<file path="src/rtl/morse_pkg.sv">
// Shared constants for the Morse receiver: seven-segment glyphs, letter
// codes, the A-H pattern table, timing thresholds and FSM encodings.
package morse_pkg;

  // Active-low seven-segment glyphs, bit order {g,f,e,d,c,b,a}
  localparam logic [6:0] BLANK    = 7'b1111111;
  localparam logic [6:0] LETTER_A = 7'b0001000;
  localparam logic [6:0] LETTER_B = 7'b0000011;
  localparam logic [6:0] LETTER_C = 7'b1000110;
  localparam logic [6:0] LETTER_D = 7'b0100001;
  localparam logic [6:0] LETTER_E = 7'b0000110;
  localparam logic [6:0] LETTER_F = 7'b0001110;
  localparam logic [6:0] LETTER_G = 7'b1000010;
  localparam logic [6:0] LETTER_H = 7'b0001001;
  localparam logic [6:0] DASH     = 7'b0111111;

  // Letter codes match the transmitter's SW[2:0] selection
  typedef enum logic [2:0] {
    CODE_A = 3'd0,
    CODE_B = 3'd1,
    CODE_C = 3'd2,
    CODE_D = 3'd3,
    CODE_E = 3'd4,
    CODE_F = 3'd5,
    CODE_G = 3'd6,
    CODE_H = 3'd7
  } letter_code_e;

  // Press length in units at which a symbol becomes a dash
  localparam int DOT_DASH_UNITS   = 2;
  // Silence length in units that closes a letter
  localparam int LETTER_GAP_UNITS = 3;

  // FSM encodings
  localparam logic [1:0] ST_IDLE  = 2'd0;
  localparam logic [1:0] ST_MARK  = 2'd1;
  localparam logic [1:0] ST_SPACE = 2'd2;

  // Symbol i of a letter lives in bit i, 1 = dash
  localparam logic [3:0] LETTER_PATTERN [0:7] = '{
    4'b0010, 4'b0001, 4'b0101, 4'b0001,
    4'b0000, 4'b0100, 4'b0011, 4'b0000
  };
  localparam logic [2:0] LETTER_LENGTH [0:7] = '{
    3'd2, 3'd4, 3'd4, 3'd3, 3'd1, 3'd4, 3'd3, 3'd4
  };
  localparam logic [6:0] LETTER_GLYPH [0:7] = '{
    LETTER_A, LETTER_B, LETTER_C, LETTER_D,
    LETTER_E, LETTER_F, LETTER_G, LETTER_H
  };

  typedef struct packed {
    logic         hit;
    letter_code_e code;
  } lookup_t;

  // Match a symbol buffer and its length against the A-H table
  function automatic lookup_t lookup_letter(input logic [3:0] pattern,
                                            input logic [2:0] length);
    lookup_t    result;
    logic [3:0] mask;
    result.hit  = 1'b0;
    result.code = CODE_A;
    mask = 4'((5'd1 << length) - 5'd1);
    for (int i = 0; i < 8; i++) begin
      if (!result.hit && length == LETTER_LENGTH[i] &&
          (pattern & mask) == (LETTER_PATTERN[i] & mask)) begin
        result.hit  = 1'b1;
        result.code = letter_code_e'(3'(i));
      end
    end
    return result;
  endfunction

endpackage

</file>
<file path="src/rtl/morse_debounce.sv">
// Key conditioning for the Morse receiver: two-flop synchroniser followed by
// an optional hold-time filter, enabled by defining MORSE_DEBOUNCE_EN.
// Output level is 1 while the key is pressed.
module morse_debounce
  import morse_pkg::*;
#(
  parameter int DEBOUNCE_CYCLES = 500000
) (
  input  logic CLOCK_50,
  input  logic rst_n,
  input  logic key_n,
  output logic level
);

  logic [1:0] sync_n;
  logic       pressed;

  // Bring the asynchronous key into the clock domain, idle level is released
  always_ff @(posedge CLOCK_50 or negedge rst_n) begin
    if (!rst_n) sync_n <= 2'b11;
    else        sync_n <= {sync_n[0], key_n};
  end

  assign pressed = ~sync_n[1];

`ifdef MORSE_DEBOUNCE_EN
  localparam int DW = (DEBOUNCE_CYCLES > 1) ? $clog2(DEBOUNCE_CYCLES) : 1;

  logic [DW-1:0] hold_cnt;

  // Accept a new level only after it has been stable for the full hold time
  always_ff @(posedge CLOCK_50 or negedge rst_n) begin
    if (!rst_n) begin
      level    <= 1'b0;
      hold_cnt <= '0;
    end else if (pressed == level) begin
      hold_cnt <= '0;
    end else if (hold_cnt == DW'(DEBOUNCE_CYCLES - 1)) begin
      level    <= pressed;
      hold_cnt <= '0;
    end else begin
      hold_cnt <= hold_cnt + 1'b1;
    end
  end
`else
  logic unused_debounce_cfg;
  assign unused_debounce_cfg = (DEBOUNCE_CYCLES != 0);
  assign level = pressed;
`endif

endmodule

</file>
<file path="src/rtl/morse_decoder.sv">
// Morse receiver: times presses and gaps on KEY[3], classifies dots and
// dashes, decodes letters A-H and shows the result on HEX0 / LEDR.
// Build option: MORSE_DEBOUNCE_EN adds a hold-time filter on the key.
module morse_decoder
  import morse_pkg::*;
#(
  parameter int UNIT_CYCLES     = 8388608,
  parameter int DEBOUNCE_CYCLES = 500000
) (
  input  logic        CLOCK_50,
  input  logic [3:0]  KEY,
  output logic [6:0]  HEX0,
  output logic [17:0] LEDR
);

  localparam int CW = (UNIT_CYCLES > 1) ? $clog2(UNIT_CYCLES) : 1;

  logic          rst_n;
  logic          mark;
  logic          mark_q;
  logic          rise;
  logic          fall;
  logic [CW-1:0] cycle_cnt;
  logic [2:0]    units;
  logic          unit_step;
  logic [2:0]    units_adv;
  logic          is_dash;
  logic          gap_timeout;
  logic [1:0]    state;
  logic [3:0]    sym_buf;
  logic [2:0]    sym_count;
  logic          overflow;
  logic [2:0]    last_code;
  logic          valid_q;
  logic          error_q;
  logic [6:0]    hex_q;
  lookup_t       match;
  logic          unused_keys;

  assign rst_n       = KEY[0];
  assign unused_keys = ^KEY[2:1];

  morse_debounce #(
    .DEBOUNCE_CYCLES(DEBOUNCE_CYCLES)
  ) u_debounce (
    .CLOCK_50(CLOCK_50),
    .rst_n   (rst_n),
    .key_n   (KEY[3]),
    .level   (mark)
  );

  // Delayed copy of the key level for edge strobes
  always_ff @(posedge CLOCK_50 or negedge rst_n) begin
    if (!rst_n) mark_q <= 1'b0;
    else        mark_q <= mark;
  end

  assign rise = mark & ~mark_q;
  assign fall = ~mark & mark_q;

  // The unit count including the step happening this cycle lets a press of
  // exactly two units read as two at its falling edge.
  assign unit_step   = (cycle_cnt == CW'(UNIT_CYCLES - 1));
  assign units_adv   = !unit_step ? units : ((units == 3'd7) ? 3'd7 : units + 3'd1);
  assign is_dash     = (units_adv >= 3'(DOT_DASH_UNITS));
  assign gap_timeout = (state == ST_SPACE) && unit_step &&
                       (units == 3'(LETTER_GAP_UNITS - 1));
  assign match       = lookup_letter(sym_buf, sym_count);

  // Duration counters restart on every key edge, units saturate at seven
  always_ff @(posedge CLOCK_50 or negedge rst_n) begin
    if (!rst_n) begin
      cycle_cnt <= '0;
      units     <= 3'd0;
    end else if (rise || fall) begin
      cycle_cnt <= '0;
      units     <= 3'd0;
    end else if (unit_step) begin
      cycle_cnt <= '0;
      units     <= units_adv;
    end else begin
      cycle_cnt <= cycle_cnt + 1'b1;
    end
  end

  // Letter assembly: start on a press, record symbols on release, close on a long gap
  always_ff @(posedge CLOCK_50 or negedge rst_n) begin
    if (!rst_n) begin
      state     <= ST_IDLE;
      sym_buf   <= 4'd0;
      sym_count <= 3'd0;
      overflow  <= 1'b0;
    end else begin
      case (state)
        ST_IDLE: begin
          if (rise) begin
            sym_buf   <= 4'd0;
            sym_count <= 3'd0;
            overflow  <= 1'b0;
            state     <= ST_MARK;
          end
        end
        ST_MARK: begin
          if (fall) begin
            if (sym_count == 3'd4) begin
              overflow <= 1'b1;
            end else begin
              sym_buf[sym_count[1:0]] <= is_dash;
              sym_count               <= sym_count + 3'd1;
            end
            state <= ST_SPACE;
          end
        end
        ST_SPACE: begin
          if (rise) begin
            if (gap_timeout) begin
              sym_buf   <= 4'd0;
              sym_count <= 3'd0;
              overflow  <= 1'b0;
            end
            state <= ST_MARK;
          end else if (gap_timeout) begin
            state <= ST_IDLE;
          end
        end
        default: state <= ST_IDLE;
      endcase
    end
  end

  // Displayed result changes only when a letter is closed
  always_ff @(posedge CLOCK_50 or negedge rst_n) begin
    if (!rst_n) begin
      last_code <= 3'd0;
      valid_q   <= 1'b0;
      error_q   <= 1'b0;
      hex_q     <= BLANK;
    end else if (gap_timeout) begin
      if (match.hit && !overflow) begin
        last_code <= match.code;
        valid_q   <= 1'b1;
        error_q   <= 1'b0;
        hex_q     <= LETTER_GLYPH[match.code];
      end else begin
        valid_q   <= 1'b0;
        error_q   <= 1'b1;
        hex_q     <= DASH;
      end
    end
  end

  assign HEX0 = hex_q;
  assign LEDR = {5'd0, error_q | overflow, valid_q, last_code, sym_count, sym_buf, mark};

endmodule

</file>
<file path="config.mk">
export PLATFORM = sky130hd
export DESIGN_NAME = morse_decoder
export DESIGN_NICKNAME = d
export VERILOG_FILES = /design/src/rtl/morse_pkg.sv /design/src/rtl/morse_debounce.sv /design/src/rtl/morse_decoder.sv
export SDC_FILE = /design/constraint.sdc
export NUM_CORES = 1
export LEC_CHECK = 0
export BUFFER_PORTS_ARGS = -buffer_cell sky130_fd_sc_hd__buf_2
export CORE_MARGIN = 4
export CORE_UTILIZATION = 45
export CTS_CLUSTER_SIZE = 30
export DETAILED_ROUTE_END_ITERATION = 10
export MAX_ROUTING_LAYER = met4
export PLACE_DENSITY = 0.64
export SLEW_MARGIN = 20
export SYNTH_ARGS = -nofsm -noshare
export SYNTH_HDL_FRONTEND = slang
export SYNTH_HIERARCHICAL = 1
export SYNTH_SLANG_ARGS = --single-unit
</file>
<file path="constraint.sdc">
create_clock -name CLOCK_50 -period 4.1 [get_ports CLOCK_50]
set_input_delay 0 -clock CLOCK_50 [delete_from_list [all_inputs] [get_ports CLOCK_50]]
set_output_delay 0 -clock CLOCK_50 [all_outputs]
set_load 0.05 [all_outputs]
</file>
### Word level (Yosys, flattened, before mapping)

Memories as Yosys holds them, arrays and structs flattened.
Cells that the tools add are included.

* memories: 1
* word-level logic and storage cells: 131
* ROM bits: 56
* bits in registers: 51
* output and inout port bits: 25
* input bits: 5

Memories
* (no name shown): depth 8, width 7, read ports 1, clocked after Yosys merged registers in 0, wr ports 0, RTL line morse_decoder.sv:143 `hex_q <= LETTER_GLYPH[match.code];`

* equal/unequal tests: 21
* $add $sub $neg: 4
* $lt $le $gt $ge: 4
* reductions and logical operators: 36
* bitwise gates (word level): 7
* shift operators: 1
* mux-type cells: 45

Operators by type and width (number)
* 4-bit two-way mux: 13
* 23-bit two-way mux: 2
* 3-bit two-way mux: 9
* 23-bit by 1-bit adder with 23-bit output (second input constant): 1
* 23-bit equality test (second input constant): 1
* 7-bit two-way mux: 3
* 1-bit logical AND: 19
* 2-bit != test (second input constant): 6
* 4-bit case mux with 3 select lines: 1
* 6-bit AND reduction: 2
* 3-bit by 2-bit equality test with 1-bit output (second input constant): 3
* 3-bit case mux with 3 select lines: 1
* 4-bit by 2-bit equality test with 1-bit output: 2
* 4-bit by 3-bit equality test with 1-bit output: 2
* 1-bit zero test: 8
* 1-bit two-way mux: 8
* 2-bit two-way mux: 4
* 3-bit by 1-bit adder with 3-bit output (second input constant): 2
* 3-bit equality test (second input constant): 2
* 2-bit case mux with 3 select lines: 1
* 4-bit AND: 1
* 4-bit bitwise mux: 1
* 4-bit by 1-bit equality test with 1-bit output: 1
* 4-bit >= comparator (second input constant): 1
* other kinds (22): 24

### Longest topological paths before layout

* word-level depth: 39
* gate-level depth with buffers: 15
* depth with buffers taken out: 15

### By module

The synthesis kept the hierarchy.

Modules (own cells, without submodules)
* morse_decoder: cells each 288, area each 2773.9 um^2, times used 1, seq. area each 1234.9 um^2
* morse_debounce: cells each 3, area each 56.3 um^2, times used 1, seq. area each 52.6 um^2

### Least setup slack after synthesis

No wires, ideal clock.

* path kind: register to register
* start point: register sym_count[0]
* end point: register hex_q[1], in the netlist HEX0[1]
* path buffers: 0
* slack: 949 ps
* stages on the path, launching flop included: 14
* arrival: 3070 ps
* required time: 4018 ps
* library setup time: 82 ps
* clock period less this slack: 3151 ps
* cell sequence: dfrtp_1 -> inv_1 -> ha_1 -> nor2b_1 -> inv_1 -> ha_1 -> nor2_1 -> and4bb_2 -> o21a_1 -> o31ai_1 -> ha_1 -> nand2_1 -> o21ba_1 -> a21oi_1

* cells in the longest elaborated chain, start to end: 39
* elaborated cells on any way between the ends: 49
* those cells by class: add/sub: 1; eq/ne: 9; shift: 1; mux: 11; bitwise: 2; reduce/logical: 24; memory: 1

Ends and longest elaborated chain
* start, declared: RTL line morse_decoder.sv:31 `logic [2:0] sym_count;`
* start signal, assigned: RTL line morse_decoder.sv:109 `sym_count <= sym_count + 3'd1;`
* 1-bit by 3-bit << shifter with 4-bit output: RTL line morse_pkg.sv:64 `mask = 4'((5'd1 << length) - 5'd1);`
* 4-bit by 1-bit subtractor with 4-bit output: RTL line morse_pkg.sv:64
* 4-bit AND: RTL line morse_pkg.sv:67 `(pattern & mask) == (LETTER_PATTERN[i] & mask)) begin`
* 4-bit by 2-bit equality test with 1-bit output: RTL line morse_pkg.sv:67
* 1-bit logical AND: RTL line morse_pkg.sv:66 `if (!result.hit && length == LETTER_LENGTH[i] &&`
* 4-bit two-way mux: RTL line morse_pkg.sv:66
* 1-bit zero test: RTL line morse_pkg.sv:66
* 1-bit logical AND (2 in a row): RTL line morse_pkg.sv:66
* (+20 left out)
* 4-bit two-way mux: RTL line morse_pkg.sv:66
* 1-bit zero test: RTL line morse_pkg.sv:66
* 1-bit logical AND (2 in a row): RTL line morse_pkg.sv:66
* 4-bit two-way mux (*): RTL line morse_pkg.sv:66
* 3-bit inverter with 4-bit output (not written as such): RTL line morse_decoder.sv:143
* memory 8 x 7 bit
* 7-bit two-way mux (not written as such) (2 in a row): RTL line morse_decoder.sv:143
* 7-bit two-way mux (*): RTL line morse_decoder.sv:139 `if (match.hit && !overflow) begin`
* end signal, assigned: RTL line morse_decoder.sv:143
* end, declared: RTL line morse_decoder.sv:36 `logic [6:0] hex_q;`

Every way passes the cells marked *; elsewhere a longest branch is shown, timed or not. The select of a mux whose other input is x is not followed.
A chain may end at the register's enable or synchronous reset.

### Worst setup path in the final report

* start point: register sym_count[0]
* end point: register last_code[1]

* cells in the longest elaborated chain, start to end: 36
* elaborated cells on any way between the ends: 45
* those cells by class: add/sub: 1; eq/ne: 9; shift: 1; mux: 8; bitwise: 1; reduce/logical: 25

Ends and longest elaborated chain
* 1-bit by 3-bit << shifter with 4-bit output: RTL line morse_pkg.sv:64
* 4-bit by 1-bit subtractor with 4-bit output: RTL line morse_pkg.sv:64
* 4-bit AND: RTL line morse_pkg.sv:67
* 4-bit by 2-bit equality test with 1-bit output: RTL line morse_pkg.sv:67
* 1-bit logical AND: RTL line morse_pkg.sv:66
* 4-bit two-way mux: RTL line morse_pkg.sv:66
* 1-bit zero test: RTL line morse_pkg.sv:66
* 1-bit logical AND (2 in a row): RTL line morse_pkg.sv:66
* (+17 left out)
* 1-bit zero test: RTL line morse_pkg.sv:66
* 1-bit logical AND (2 in a row): RTL line morse_pkg.sv:66
* 4-bit two-way mux: RTL line morse_pkg.sv:66
* 1-bit zero test: RTL line morse_pkg.sv:66
* 1-bit logical AND (2 in a row): RTL line morse_pkg.sv:66
* 4-bit two-way mux (*): RTL line morse_pkg.sv:66
* 1-bit logical AND: RTL line morse_decoder.sv:139
* 2-bit AND reduction (no source line)
* end signal, assigned: RTL line morse_decoder.sv:140 `last_code <= match.code;`
* end, declared: RTL line morse_decoder.sv:33 `logic [2:0] last_code;`

Every way passes the cells marked *; elsewhere a longest branch is shown, timed or not.

==> impl_results.md <==
* Outcome: completed
* Slew headroom at 0.556
* Post-Synth Simple-Gate Area at 0.238
* Synth Cell Area at 2830 µm²
* First-pass GRT wire length at 9270 µm
* Sequential share of the synthesized area at 0.455
* Adder-cell share of the synthesized area at 0.0531
* Largest family of logic cells by synthesized area: simple AND/OR/NAND/NOR gates
* Hold slack at 338 ps
* Ys async rst share at 1.00
* Xor-xnor portion of the synthesized cell area at 0.0681
* GRT Residual Overflow at 0
* Clock Latency Late Sink at 300 ps
* Largest net degree at the start of global routing at 52
* CTS tree: yes
* Post-synth EDFFs at 0
* Top Ports at 30
* Crit-path max FO at 12
* Crit end category: flop
* Post-synth top area share at 0.371
* Most common cell in the netlist: dfrtp_1
* Compound-cell area share of the yosys netlist at 0.131
* Net count, final at 332
* RSZ-0062 raised after global routing: no
* Worst Path Arrival at 3450 ps
* Pre-CTS setup slack at 878 ps
* Fmax at 0.307 GHz
* CORE AREA at 6030 µm²
* Setup TNS Final at 0 ps
* Antenna viol nets, final at 0
* Avg Vias per Cell at 5.43
* #FFs+latches synth at 51
* Synth unique cells at 51
* Placed Area at 2980 µm²
* Primary FF master, synth: dfrtp_1
* Clock transition at the registers of the reported paths at 90 ps
* Starting density of the core at 0.470
* Rows at 28
* DRC Markers at 0
* Num CTS Buffers at 5
* DIE AREA at 7620 µm²
* Worst-Margin Slew at 664 ps
* Die Ht at 87.3 µm
* Final WS setup at 841 ps
* Placer congestion estimate at 0.835
* Vias in the first global route at 2003
* Layout area overhead at 9.11%
* Largest cells by area after synthesis: dfrtp_1 (37%), dfstp_2 (8.4%), ha_1 (5.3%)
* Initial antenna violation count at 0
* Mean routed wirelength per cell at 13.8 µm
* Post-route cell area at 3090 µm²
* Max-slew violation count at 0
* DR iter-0 viols at 80
* Die width at 87.3 µm
* Max clock buf depth at 2
* Kind of critical path: flop to flop
* Warnings, synthesis at 6
* Synth Instances at 291
* Post-DP HPWL at 3790 µm
* Pwr dens at 417 nW/µm²
* Mux contribution to synthesized area at 0.00752
* Crit start category: flop
* Final worst path period share at 0.795
* Final hold vios at 0
* CTS root buffer: clkbuf_8
* Static leakage at 0.00143 µW
* PortBufs at 22
* Post-route core utilization at 0.512
* Routed WL at 5390 µm
* Final worst path period need at 3260 ps
* Synth area leader: dfrtp_1
* CTS Sinks at 51
* Share of cells above drive strength 1 at 0.149
* # fillers at 569
* H-tree levels at 2
* Commonest cells post-synth: dfrtp_1 (42), nor2_1 (38), nand2_1 (26)
* Pre-antenna DRT Iters at 4
* Via count at 2124
* Final setup fails at 0
* Setup Skew at 6.30 ps
* Worst vdd ir at 0.000186 V
* Gr usage total at 0.155
* Hold Path Class: input pin to asynchronous set/reset pin
* Maximum capacitance violations at 0
* Antenna fix cells at 0
* WP data required at 4290 ps
* Avg Inst Size Synth at 9.73 µm²
timing repair:
action / in CTS / in global routing
hold buffers: 2 / 0
resized for setup: 0 / 0
hold endpoints to repair: 43 / 0
buffers inserted: 0 / 0
through the flow:
stage / power [µW] / cells
floorplan: 904 / 295
global placement: 990 / 381
detailed placement: 992 / 381
CTS: 1300 / 391
global route: 1380 / 391
finish: 1290 / 391
sequential cells by signal (all words and copies together), names as in the netlist:
signal,cells
cycle_cnt,23
HEX0,7
sym_buf,4
last_code,3
sym_count,3
units,3
state,2
u_debounce/sync_n,2
error_q,1
mark_q,1
overflow,1
valid_q,1
path summary, 6_finish.rpt:
| check | cells past startpoint | to | start | slack, ps |
|---|---|---|---|---|
| max in group asynchronous | 3 | units[1] | KEY[0] | 3340 |
| setup / recovery | 11 | last_code[1] | sym_count[0] | 840 |
| setup reg to reg | 11 | last_code[1] | sym_count[0] | 840 |
| hold / removal | 3 | last_code[0] | KEY[0] | 340 |
| hold reg to reg | 0 | u_debounce/sync_n[1] | u_debounce/sync_n[0] | 360 |
| min in group CLOCK_50 | 2 | u_debounce/sync_n[0] | KEY[3] | 340 |
layer usage:
layer | global-route usage | routed length [µm] | part of all wire | vias up
met5 | - | 0 | 0 | -
met1 | 0.201 | 2520 | 0.47 | 1011
met2 | 0.246 | 2570 | 0.48 | 51
met3 | 0.0341 | 238 | 0.044 | 7
met4 | 0.0418 | 57 | 0.011 | 0
li1 | - | - | - | 1055
placed cells by master, fill, tap and decap left out, types with 5 or more instances in the layout:
cell       n
a21oi_1    8
and2_1     5
and3_1     5
and4_1     6
buf_2     22
clkbuf_8   6
conb_1     5
dfrtp_1   42
dfstp_2    9
ha_1      12
inv_1     13
nand2_1   26
nand2b_1   7
nand3_1    9
nand4_1    8
nor2_1    38
o21ai_0   13
o21ai_1    6
xnor2_1   10
xor2_1    12
cell families (layout without fill, tap and decap cells):
logic type,count (synthesis),after routing
XOR/XNOR,22,22
adder cells (fa/ha/maj),12,12
other,1,5
buffers and inverters,25,46
AND/OR/NAND/NOR,123,123
multiplexers,2,2
flip-flops,51,51
AO/OA/AOI/OAI,55,55
layout make-up:
class / count / area, µm² / area share
clock buffer: 7 / 86.3 / 0.0280
clock inverter: 1 / 5.00 / 0.00162
inverter: 13 / 48.8 / 0.0158
multi-input combinational: 219 / 1430 / 0.463
sequential: 51 / 1290 / 0.417
tap: 75 / 93.8 / 0.0304
timing repair buffer: 25 / 138 / 0.0446
critical path, stage by stage, from the launching register on:
cell and delay, ps:
dfrtp_1 450, inv_1 100, ha_1 290, nor2b_1 230, inv_1 60, ha_1 310, nor2b_1 90, nor4b_4 300
o21ai_1 180, a21o_1 240, a311o_1 540, mux2_1 370
power by group:
part           internal, µW  switching [µW]  leakage, µW  total [µW]
logic                   153             277     0.000715         430
registers               526            31.1     0.000671         557
clock network           137             165    0.0000482         301
total                   815             473      0.00143        1290
(Power assumes the default switching activity.)
